$ cat src/rtl/ifetch_unit_pkg.sv
// Shared constants and types for the instruction-fetch front end: reset PC,
// buffer depth, FSM state encodings and the buffered {pc, inst} entry.
package ifetch_unit_pkg;

   localparam logic [31:0] PC_BASE_ADDR = 32'h8000_0000;
   localparam int          IFETCH_DEPTH = 2;
   localparam int          IF_STATE_W   = 1;

   localparam logic [IF_STATE_W-1:0] IF_RUN  = 1'b0;
   localparam logic [IF_STATE_W-1:0] IF_HALT = 1'b1;

   typedef struct packed {
      logic [31:0] pc;
      logic [31:0] inst;
   } fetch_entry_t;

   // PC arithmetic is modulo 2^32, so the top word wraps to address 0.
   function automatic logic [31:0] next_pc(input logic [31:0] pc);
      return pc + 32'd4;
   endfunction

endpackage

$ cat src/rtl/ifetch_unit_if.sv
// Bundles the ROM read port, the execute redirect and the decode handshake.
// valid/ready: a head entry moves to decode on a cycle where if_id_valid && id_if_ready.
interface ifetch_unit_if;
   import ifetch_unit_pkg::*;

   logic                  openmips_instrom_ren;
   logic [31:0]           openmips_instrom_addr;
   logic [31:0]           instrom_openmips_data;
   logic                  redirect_valid;
   logic [31:0]           redirect_pc;
   logic                  if_id_valid;
   logic [31:0]           if_id_pc;
   logic [31:0]           if_id_inst;
   logic                  id_if_ready;
   logic                  if_misalign;
   logic [IF_STATE_W-1:0] dbg_state;

   modport master (
      output openmips_instrom_ren, openmips_instrom_addr,
      output if_id_valid, if_id_pc, if_id_inst, if_misalign, dbg_state,
      input  instrom_openmips_data, redirect_valid, redirect_pc, id_if_ready
   );

   modport slave (
      input  openmips_instrom_ren, openmips_instrom_addr,
      input  if_id_valid, if_id_pc, if_id_inst, if_misalign, dbg_state,
      output instrom_openmips_data, redirect_valid, redirect_pc, id_if_ready
   );
endinterface

$ cat src/rtl/ifetch_fifo.sv
// Two-entry {pc, inst} fetch buffer with same-cycle push/pop and flush.
// Entry 0 is always the head; it keeps its last value when the buffer drains.
module ifetch_fifo
   import ifetch_unit_pkg::*;
(
   input  logic         clk,
   input  logic         rst,
   input  logic         push_i,
   input  logic         pop_i,
   input  logic         flush_i,
   input  fetch_entry_t din_i,
   output fetch_entry_t head_o,
   output logic [1:0]   count_o
);

   fetch_entry_t e0_q, e0_d, e1_q, e1_d;
   logic [1:0]   count_q, count_d;

   always_comb begin
      e0_d    = e0_q;
      e1_d    = e1_q;
      count_d = count_q;
      if (flush_i) begin
         count_d = 2'd0;
      end else begin
         case ({push_i, pop_i})
            2'b10: begin
               if (count_q == 2'd0) e0_d = din_i;
               else                 e1_d = din_i;
               count_d = count_q + 2'd1;
            end
            2'b01: begin
               // Popping the last entry leaves e0 untouched so the head holds.
               if (count_q == 2'd2) e0_d = e1_q;
               count_d = count_q - 2'd1;
            end
            2'b11: begin
               if (count_q == 2'd2) begin
                  e0_d = e1_q;
                  e1_d = din_i;
               end else begin
                  e0_d = din_i;
               end
            end
            default: ;
         endcase
      end
   end

   always_ff @(posedge clk) begin
      if (rst) begin
         e0_q    <= '0;
         e1_q    <= '0;
         count_q <= 2'd0;
      end else begin
         e0_q    <= e0_d;
         e1_q    <= e1_d;
         count_q <= count_d;
      end
   end

   assign head_o  = e0_q;
   assign count_o = count_q;

endmodule

$ cat src/rtl/ifetch_unit.sv
// Instruction-fetch front end: PC, ROM read port, 2-entry buffer, redirects.
// Define IFETCH_ALIGN_CHECK_EN to halt fetch on misaligned redirect targets.
module ifetch_unit
   import ifetch_unit_pkg::*;
#(
   parameter int          DEPTH    = IFETCH_DEPTH,
   parameter logic [31:0] RESET_PC = PC_BASE_ADDR
) (
   input  logic          clk,
   input  logic          rst,
   ifetch_unit_if.master bus
);

   localparam logic [1:0] FULL = 2'(DEPTH);

   logic [31:0]           pc_q, pc_d;
   logic [IF_STATE_W-1:0] state_q, state_d;
   logic [31:0]           tgt;
   logic [1:0]            count;
   fetch_entry_t          head;
   logic                  ren, valid, pop;

`ifdef IFETCH_ALIGN_CHECK_EN
   assign tgt = bus.redirect_pc;
`else
   logic [1:0] unused_tgt_low;
   assign unused_tgt_low = bus.redirect_pc[1:0];
   assign tgt            = {bus.redirect_pc[31:2], 2'b00};
`endif

   assign valid = !rst && (count != 2'd0) && !bus.redirect_valid;
   assign pop   = valid && bus.id_if_ready;
   // A full buffer still fetches when decode drains the head this cycle.
   assign ren   = !rst && (state_q == IF_RUN) && !bus.redirect_valid &&
                  ((count < FULL) || pop);

   always_comb begin
      pc_d    = pc_q;
      state_d = state_q;
      if (bus.redirect_valid) begin
         pc_d = tgt;
`ifdef IFETCH_ALIGN_CHECK_EN
         state_d = (tgt[1:0] != 2'b00) ? IF_HALT : IF_RUN;
`endif
      end else if (ren) begin
         pc_d = next_pc(pc_q);
      end
   end

   always_ff @(posedge clk) begin
      if (rst) begin
         pc_q    <= RESET_PC;
         state_q <= IF_RUN;
      end else begin
         pc_q    <= pc_d;
         state_q <= state_d;
      end
   end

`ifdef IFETCH_ALIGN_CHECK_EN
`ifndef SYNTHESIS
   always_ff @(posedge clk) begin
      if (!rst && bus.redirect_valid && (bus.redirect_pc[1:0] != 2'b00))
         $display("PC is not 4-byte aligned");
   end
`endif
   assign bus.if_misalign = (state_q == IF_HALT);
`else
   assign bus.if_misalign = 1'b0;
`endif

   ifetch_fifo u_fifo (
      .clk     (clk),
      .rst     (rst),
      .push_i  (ren),
      .pop_i   (pop),
      .flush_i (bus.redirect_valid),
      .din_i   ('{pc: pc_q, inst: bus.instrom_openmips_data}),
      .head_o  (head),
      .count_o (count)
   );

   assign bus.openmips_instrom_ren  = ren;
   assign bus.openmips_instrom_addr = pc_q;
   assign bus.if_id_valid           = valid;
   assign bus.if_id_pc              = head.pc;
   assign bus.if_id_inst            = head.inst;
   assign bus.dbg_state             = state_q;

endmodule

$ cat src/flat_wrapper.sv
// flat-port wrapper written by rule: the top's interface ports become plain ports
module ifetch_unit_flat import ifetch_unit_pkg::*;
#(
   parameter int          DEPTH    = IFETCH_DEPTH,
   parameter logic [31:0] RESET_PC = PC_BASE_ADDR
)
  (clk, rst, bus_openmips_instrom_ren, bus_openmips_instrom_addr, bus_if_id_valid, bus_if_id_pc, bus_if_id_inst, bus_if_misalign, bus_dbg_state, bus_instrom_openmips_data, bus_redirect_valid, bus_redirect_pc, bus_id_if_ready);
  ifetch_unit_if bus_i ();
  input  logic clk;
  input  logic rst;
  output wire logic [$bits(bus_i.openmips_instrom_ren)-1:0] bus_openmips_instrom_ren;
  output wire logic [$bits(bus_i.openmips_instrom_addr)-1:0] bus_openmips_instrom_addr;
  output wire logic [$bits(bus_i.if_id_valid)-1:0] bus_if_id_valid;
  output wire logic [$bits(bus_i.if_id_pc)-1:0] bus_if_id_pc;
  output wire logic [$bits(bus_i.if_id_inst)-1:0] bus_if_id_inst;
  output wire logic [$bits(bus_i.if_misalign)-1:0] bus_if_misalign;
  output wire logic [$bits(bus_i.dbg_state)-1:0] bus_dbg_state;
  input wire logic [$bits(bus_i.instrom_openmips_data)-1:0] bus_instrom_openmips_data;
  input wire logic [$bits(bus_i.redirect_valid)-1:0] bus_redirect_valid;
  input wire logic [$bits(bus_i.redirect_pc)-1:0] bus_redirect_pc;
  input wire logic [$bits(bus_i.id_if_ready)-1:0] bus_id_if_ready;
  assign bus_openmips_instrom_ren = bus_i.openmips_instrom_ren;
  assign bus_openmips_instrom_addr = bus_i.openmips_instrom_addr;
  assign bus_if_id_valid = bus_i.if_id_valid;
  assign bus_if_id_pc = bus_i.if_id_pc;
  assign bus_if_id_inst = bus_i.if_id_inst;
  assign bus_if_misalign = bus_i.if_misalign;
  assign bus_dbg_state = bus_i.dbg_state;
  assign bus_i.instrom_openmips_data = bus_instrom_openmips_data;
  assign bus_i.redirect_valid = bus_redirect_valid;
  assign bus_i.redirect_pc = bus_redirect_pc;
  assign bus_i.id_if_ready = bus_id_if_ready;
  ifetch_unit #(.DEPTH(DEPTH), .RESET_PC(RESET_PC)) u_core (.clk(clk), .rst(rst), .bus(bus_i));
endmodule
$ cat config.mk
export PLATFORM = sky130hd
export DESIGN_NAME = ifetch_unit_flat
export DESIGN_NICKNAME = d
export VERILOG_FILES = /design/src/rtl/ifetch_unit_pkg.sv /design/src/rtl/ifetch_unit_if.sv /design/src/rtl/ifetch_fifo.sv /design/src/rtl/ifetch_unit.sv /design/src/flat_wrapper.sv
export SDC_FILE = /design/constraint.sdc
export NUM_CORES = 1
export LEC_CHECK = 0
export CAP_MARGIN = 20
export CORE_MARGIN = 2
export CORE_UTILIZATION = 25
export CTS_CLUSTER_DIAMETER = 120
export DETAILED_ROUTE_END_ITERATION = 8
export SYNTH_ARGS = -nofsm -noshare
export SYNTH_HDL_FRONTEND = slang
export SYNTH_HIERARCHICAL = 1
export SYNTH_SLANG_ARGS = --single-unit
export TNS_END_PERCENT = 1
$ cat constraint.sdc
create_clock -name clk -period 3.4 [get_ports clk]
set_input_delay 1.02 -clock clk [delete_from_list [all_inputs] [get_ports clk]]
set_output_delay 1.02 -clock clk [all_outputs]
set_load 0.1 [all_outputs]
==> summary.txt, run 1 <==
most frequent cells in the layout - nand2_1 (217), dfxtp_1 (160), buf_4 (127), nor2_1 (83), a311oi_1 (71)
Post-Syn Instances - 987
Vias/cell - 5.18
syn avg cell area - 8.22 sq um
initial antenna violation count - 0
Sum Neg Setup Slack - 0 ns
area of the mapped netlist - 8110 sq um
largest net degree at the start of global routing - 67
ranking of synthesized cells by area - dfxtp_1 (40%), nand2_1 (10%), mux2_2 (8.6%)
CTS H-Tree Depth - 4
clock network power share - 0.376
IO Pins - 168
Setup crit end kind - flop
Clock Pin Slew Worst Setup and Hold Paths - 0.07 ns
Final #Nets - 1202
Net Sw Frac - 0.369
Hold Fails Final Rpt - 0
Core ar. - 31700 sq um
first-pass GRT wire length - 41000 microns
floorplan row count - 65
CTS tree - done
Die ar. - 33900 sq um
CTS root buf - clkbuf_16
# DRC - 0
worst-case clock skew - 0.0135 ns
EDFF count, synth - 0
Cell Int Power - 3.40 mW
Antenna diodes - 0
drt wl/cell - 17.9 microns
vias in the first global route - 7030
Synth Flop Type - dfxtp_1
outcome - completed
post-synth cell types - 62
IO buf count - 161
pwr dens - 497 nW/um^2
Hold-fix buffers, CTS - 0
WHS - 0.460 ns
worst min path class - reg -> reg
gp weighted congestion - 0.796
Via Count - 7991
DRT iter0 DRCs - 606
max cap viols - 0
Sink Count - 160
Die X - 184 microns
Seq/Total Area, Yosys - 0.395
CP max FO - 17
Synth top area share - 0.395
Final ANT Viol Nets - 0
asr flop ratio synth - 0
worst path bufs/invs - 5
CP Launch Type - input port
CTS buffer count - 17
commonest non-fill, non-tap cell in the layout - nand2_1
worst path arrival time - 3.66 ns
sequential power share - 0.385
Slew Viols, Final - 0
RSZ-0062 raised after global routing - no
Tmin final - 3.34 ns
Syn. warnings - 6
drt pass-1 iters - 5
maximum VDD drop - 362 uV
most frequent cell on the critical path - buf_4
routed wire length - 27600 microns
CP max stage cell - clkdlybuf4s50_1
Clock Latency Late Sink - 0.43 ns
fin crit share - 0.983
CP required - 3.72 ns
Synth area leader - dfxtp_1
Net Sw Power - 1.99 mW
effective utilization at floorplan - 0.256
fmax - 299 MHz
post-synthesis register bit count - 160
Crit Path Class - in -> reg
clock tree buffer depth - 2
Critical Path Max Stage Delay - 0.54 ns
Pleak - 3.86 nW
Die Ht - 184 microns
global route overflow - 0
crit path cell chain - clkdlybuf4s50_1 -> or2_4 -> nor2_4 -> and2_4 -> buf_4 -> ha_2 -> buf_4 -> or4_4 -> o41ai_4 -> buf_4 -> buf_12 -> nor2_1 -> a311oi_1
Worst Max-Slew Pin Slew - 1.04 ns
hpwl dp - 17200 microns
delay-heaviest family, CP - buffers and inverters
Comb power frac - 0.239
share of layout cells above drive strength 1 - 0.223
Final Setup Violations - 0
area grow syn2layout - 33.6%
Worst slew margin - 0.304
GRT Resource Usage Total - 0.155
## power groups by stage
stage	logic, mW	clock network, mW	registers, mW
2_1_floorplan	0.323	0	2.69
3_3_place_gp	1.25	0	2.11
3_5_place_dp	1.25	0	2.12
4_1_cts	1.26	2.09	2.07
5_1_grt	1.34	2.16	2.09
6_report	1.28	2.03	2.07
## worst paths after layout
check / startpoint / slack (ns) / depth (start not counted) / to
max: bus_redirect_valid / 0.06 / 13 / u_core/u_fifo/head_o[30]
min reg2reg: u_core/u_fifo/e1_q[63] / 0.46 / 2 / u_core/u_fifo/e1_q[63]
max reg2reg: u_core/u_fifo/count_o[1] / 0.70 / 12 / u_core/u_fifo/head_o[30]
min: u_core/u_fifo/e1_q[63] / 0.46 / 2 / u_core/u_fifo/e1_q[63]
## cell type report
type                            instances  area [sq um]
Clock buffer                           17           425
Clock inverter                         15           186
Fill cell                            3288         20900
Inverter                                9          33.8
Multi-Input combinational cell        734          4540
Sequential cell                       160          3200
Tap cell                              402           503
Timing Repair Buffer                  207          1940
## repair_timing
item / CTS / global route
resized for setup: 2 / 5
pin swaps: 1 / 9
setup buffers: 2 / 3
hold endpoints to repair: 0 / 0
cloned: 0 / 3
setup endpoints to repair: 64 / 41
## logic make-up after synthesis
logic type / count (synthesis) / synth area share
simple gates: 399 / 0.217
compound gates: 248 / 0.225
flops: 160 / 0.395
buf+inv: 102 / 0.0571
mux: 63 / 0.0875
xor+xnor: 9 / 0.00972
fa+ha+maj: 5 / 0.00771
other cells: 1 / 0.000462
## routing by layer
metal,part of all wire,wire [microns],global-route usage,vias up
li1,-,-,-,3883
met1,0.47,13100,0.220,3815
met2,0.46,12600,0.240,276
met3,0.060,1660,0.0298,17
met4,0.0095,261,0.0384,0
met5,0,0,0,-
## registers in the layout (all words and copies together) (netlist names)
signal and flops:
u_core/bus.openmips_instrom_addr 30, u_core/u_fifo/count_o 2, u_core/u_fifo/e1_q 64, u_core/u_fifo/head_o 64
## through the flow
step	setup WS, ns	std cells	util	power [mW]	area, sq um
CTS	0.0255	1538	0.338	5.43	10700
detailed placement	-0.800	1504	0.317	3.37	10100
global route	0.0238	1544	0.341	5.59	10800
floorplan	-0.398	996	-	3.02	8160
finish	0.0594	1544	0.341	5.38	10800
global placement	-0.690	1504	0.317	3.36	10100
## synthesized netlist by cell type (all sizes together) (3+ instances only)
library cell,instances
ha,5
a2111oi,4
nor3b,3
nor2b,8
dfxtp,160
nor4,8
or4,9
and3,4
a311oi,71
and4,5
a31oi,5
clkbuf,58
nand3,13
nand2,217
or2,3
nor2,86
o311ai,3
nand2b,4
xnor2,5
buf,35
mux2,63
a211oi,7
a32oi,3
a21oi,68
and2,6
nand4,15
inv,9
nor3,11
o31ai,5
xor2,4
a22oi,63
or3,4
## worst reg2reg max path: cells and delay by family (launching register included)
kind	cells	cell delay (ns)
compound gates	2	0.36
fa+ha+maj	1	0.16
buf+inv	4	0.63
flops	1	0.43
simple gates	5	1.03
No activity file was read; power rests on OpenSTA's default activity.
==> run 2, diff against run 1 <==
--- a/config.mk
+++ b/config.mk
@@ -5,6 +5,7 @@
 export SDC_FILE = /design/constraint.sdc
 export NUM_CORES = 1
 export LEC_CHECK = 0
+export ABC_CLOCK_PERIOD_IN_PS = 3400
 export CAP_MARGIN = 20
 export CORE_MARGIN = 2
 export CORE_UTILIZATION = 25
==> results of run 2 <==
The final DEF is identical to that of run 1; final timing and power are the same.
==> run 3, diff against run 2 <==
--- a/config.mk
+++ b/config.mk
@@ -5,8 +5,10 @@
 export SDC_FILE = /design/constraint.sdc
 export NUM_CORES = 1
 export LEC_CHECK = 0
+export ABC_AREA = 1
 export ABC_CLOCK_PERIOD_IN_PS = 3400
 export CAP_MARGIN = 20
+export CORE_ASPECT_RATIO = 1.2
 export CORE_MARGIN = 2
 export CORE_UTILIZATION = 25
 export CTS_CLUSTER_DIAMETER = 120
==> run 3 against run 2 <==
Net effect: utilization fell by 2.1 points; routed wire length decreased by 1.7%; critical path depth is 8 lower; global-route usage down 0.57 points; synthesized cell count grew 47%; clock power shrank 7%; design area is 3.4% higher; first-iteration DRC count is 15% lower; critical path type is now in -> out; highest routed layer unchanged.
==> summary.txt, run 3 <==
outcome - completed
global route overflow - 0 (unchanged)
CP startpoint - rst
Worst slew margin - 0.585 (+0.280)
CP Launch Type - input port
CTS H-Tree Depth - 4 (unchanged)
Pleak - 5.16 nW (+34%)
syn avg cell area - 6.10 sq um (-26%)
post-synth cell types - 34 (-45%)
max cap viols - 0 (unchanged)
# DRC - 0 (unchanged)
Synth area leader - dfxtp_1
Antenna diodes - 0 (unchanged)
Worst Max-Slew Pin Slew - 0.623 ns (-0.420 ns)
fin crit share - 0.924 (-0.0585)
Inst Count DP - 2015 (+34%)
largest net degree at the start of global routing - 129 (+93%)
Synth Flop Type - dfxtp_1
clock tree buffer depth - 2 (unchanged)
Die Ht - 210 microns (+14%)
IO buf count - 161 (unchanged)
Sink Count - 160 (unchanged)
Clock Latency Late Sink - 0.46 ns (+0.03 ns)
worst path arrival time - 2.12 ns (-1.54 ns)
floorplan row count - 75 (+15%)
post-CTS setup buffer count - 0 (-2)
Die ar. - 36900 sq um (+8.9%)
Crit Path Class - in -> out
Final Non-Filler Cells - 2047 (+33%)
delay-heaviest family, CP - buffers and inverters
Final ANT Viol Nets - 0 (unchanged)
Sum Neg Setup Slack - 0 ns (unchanged)
maximum VDD drop - 359 uV (-0.71%)
Post-Route M1 WL - 12300 microns (-5.7%)
CTS tree - done
most frequent cell after synthesis - nand2_1
CP max stage cell - clkdlybuf4s50_1
Post-Syn Instances - 1450 (+47%)
most frequent cells in the layout - nand2_1 (447), nor2_1 (258), inv_1 (169), dfxtp_1 (160), nand3_1 (156)
share of layout cells above drive strength 1 - 0.111 (-0.112)
area grow syn2layout - 26.6%
worst r2r path cells - 9 (-3)
RSZ-0062 raised after global routing - no
worst reg2reg startpoint - u_core/u_fifo/count_o[1]
WHS - 0.480 ns (+0.0203 ns)
Die X - 176 microns (-4.5%)
Final #Nets - 1645 (+37%)
pwr dens - 465 nW/um^2 (-6.4%)
Synth top area share - 0.362 (-0.0330)
Reg-to-Reg End - u_core/u_fifo/e1_q[4]
EDFF count, synth - 0 (unchanged)
initial antenna violation count - 0 (unchanged)
IO Pins - 168 (unchanged)
Routed met3 length - 1700 microns (+2.7%)
Setup crit end kind - output port
CTS root buf - clkbuf_16
final worst slack - 0.258 ns (+0.199 ns)
first-pass GRT wire length - 43400 microns (+5.8%)
Core ar. - 34900 sq um (+10%)
DRT iter0 DRCs - 515 (-15%)
met2 routed WL - 12400 microns (-1.6%)
Critical Path Stages - 5 (-8)
crit path to - bus_openmips_instrom_ren
asr flop ratio synth - 0 (unchanged)
drt pass-1 iters - 5 (unchanged)
fmax - 318 MHz (+6.3%)
CP max FO - 6 (-11)
worst path bufs/invs - 3 (-2)
CP required - 2.38 ns (-1.34 ns)
worst-case clock skew - 0.0179 ns (+0.00442 ns)
Slew Viols, Final - 0 (unchanged)
Hold Fails Final Rpt - 0 (unchanged)
Syn. warnings - 6 (unchanged)
Post-synth top cells - nand2_1 (448), nor2_1 (259), inv_1 (170), dfxtp_1 (160), nand3_1 (157)
ranking of synthesized cells by area - dfxtp_1 (36%), nand2_1 (19%), nor2_1 (11%)
Via Count - 8973 (+12%)
Tmin final - 3.14 ns (-0.199 ns)
worst min path class - reg -> reg
CTS buffer count - 17 (unchanged)
routed wire length - 27100 microns (-1.7%)
Vias/cell - 4.38 (-15%)
GRT Resource Usage Total - 0.149 (-0.00569)
Setup WS pre-CTS - 0.100 ns (+0.900 ns)
top layer in use - met4
drt wl/cell - 13.3 microns (-26%)
crit path cell chain - clkdlybuf4s50_1 -> inv_2 -> nand2_2 -> a21oi_4 -> buf_12
post-synthesis register bit count - 160 (unchanged)
hpwl dp - 18400 microns (+6.6%)
gp weighted congestion - 0.831 (+4.4%)
Final Setup Violations - 0 (unchanged)
vias in the first global route - 8213 (+17%)
effective utilization at floorplan - 0.253 (-0.00218)
post-CTS sizing - 0 (-2)
Hold-fix buffers, CTS - 0 (unchanged)
Critical Path Max Stage Delay - 0.43 ns (-0.11 ns)
Clock Pin Slew Worst Setup and Hold Paths - 0.06 ns (about the same)
area of the mapped netlist - 8850 sq um (+9.1%)
Seq/Total Area, Yosys - 0.362 (-0.0330)
worst reg2reg setup slack - 1.06 ns (+0.36 ns)
commonest non-fill, non-tap cell in the layout - nand2_1
run 3: cell types whose count changed in the layout (fill, tap and decap cells not counted), moves of 8 or more:
cell,delta
a21oi_1,+23
a22oi_1,-61
a311oi_1,-71
buf_4,-20
inv_1,+160
mux2_2,-62
nand2_1,+230
nand3_1,+143
nand4_1,-8
nor2_1,+175
nor2b_1,-8
o21ai_0,+9
or4_1,-8
run 3: worst min path at each step:
stage / from / endpoint / slack, ns / cells after the start
2_1_floorplan: u_core/u_fifo/e1_q[0] / u_core/u_fifo/e1_q[0] / 0.45 / 2
3_3_place_gp: u_core/u_fifo/e1_q[30] / u_core/u_fifo/e1_q[30] / 0.46 / 2
3_5_place_dp: u_core/u_fifo/e1_q[43] / u_core/u_fifo/e1_q[43] / 0.47 / 2
4_1_cts: u_core/u_fifo/e1_q[50] / u_core/u_fifo/e1_q[50] / 0.49 / 2
5_1_grt: u_core/u_fifo/e1_q[53] / u_core/u_fifo/e1_q[53] / 0.50 / 2
6_report: u_core/u_fifo/e1_q[50] / u_core/u_fifo/e1_q[50] / 0.48 / 2
run 3: worst register-to-register path, cell delays in order, from the launching register on:
cell     delay, ns
dfxtp_1       0.52
nor2_1        0.12
nor3_1        0.34
inv_1         0.11
ha_1          0.25
a21oi_4       0.38
buf_12        0.26
nand3_1       0.13
nand2_1       0.07
nor2_1        0.04
run 3: logic make-up after synthesis:
kind of cell	count (synthesis)	synth area share
compound gates	125	0.0772
xor+xnor	4	0.00396
fa+ha+maj	5	0.00707
buf+inv	266	0.142
flops	160	0.362
other cells	1	0.000424
simple gates	889	0.408
run 3: area by class of cell:
class                           instances  area, sq um
Inverter                              175          659
Sequential cell                       160         3200
Multi-Input combinational cell       1031         4450
Clock inverter                         14          134
Timing Repair Buffer                  187         1750
Clock buffer                           18          429
Tap cell                              462          578
Fill cell                            3861        23700
run 3: per-stage QoR:
| stage | power [mW] | util | area [sq um] |
|---|---|---|---|
| after floorplan | 3.06 | - | 8880 |
| after global placement | 3.36 | 0.305 | 10600 |
| after detailed placement | 3.37 | 0.305 | 10600 |
| after CTS | 5.29 | 0.321 | 11200 |
| after global routing | 5.47 | 0.321 | 11200 |
| final | 5.21 | 0.321 | 11200 |
run 3: report_power, final:
group | leakage, nW | internal (mW) | switching [mW] | total (mW)
Clock | 0.254 | 1.02 | 0.870 | 1.89
Combinational | 3.60 | 0.346 | 0.891 | 1.24
Sequential | 1.31 | 1.98 | 0.108 | 2.09
run 3: per-layer routing:
| metal | vias to the layer above | global-route usage |
|---|---|---|
| met4 | 0 | 0.0593 |
| met2 | 279 | 0.247 |
| li1 | 4693 | - |
| met3 | 35 | 0.0289 |
| met5 | - | 0 |
| met1 | 3966 | 0.191 |
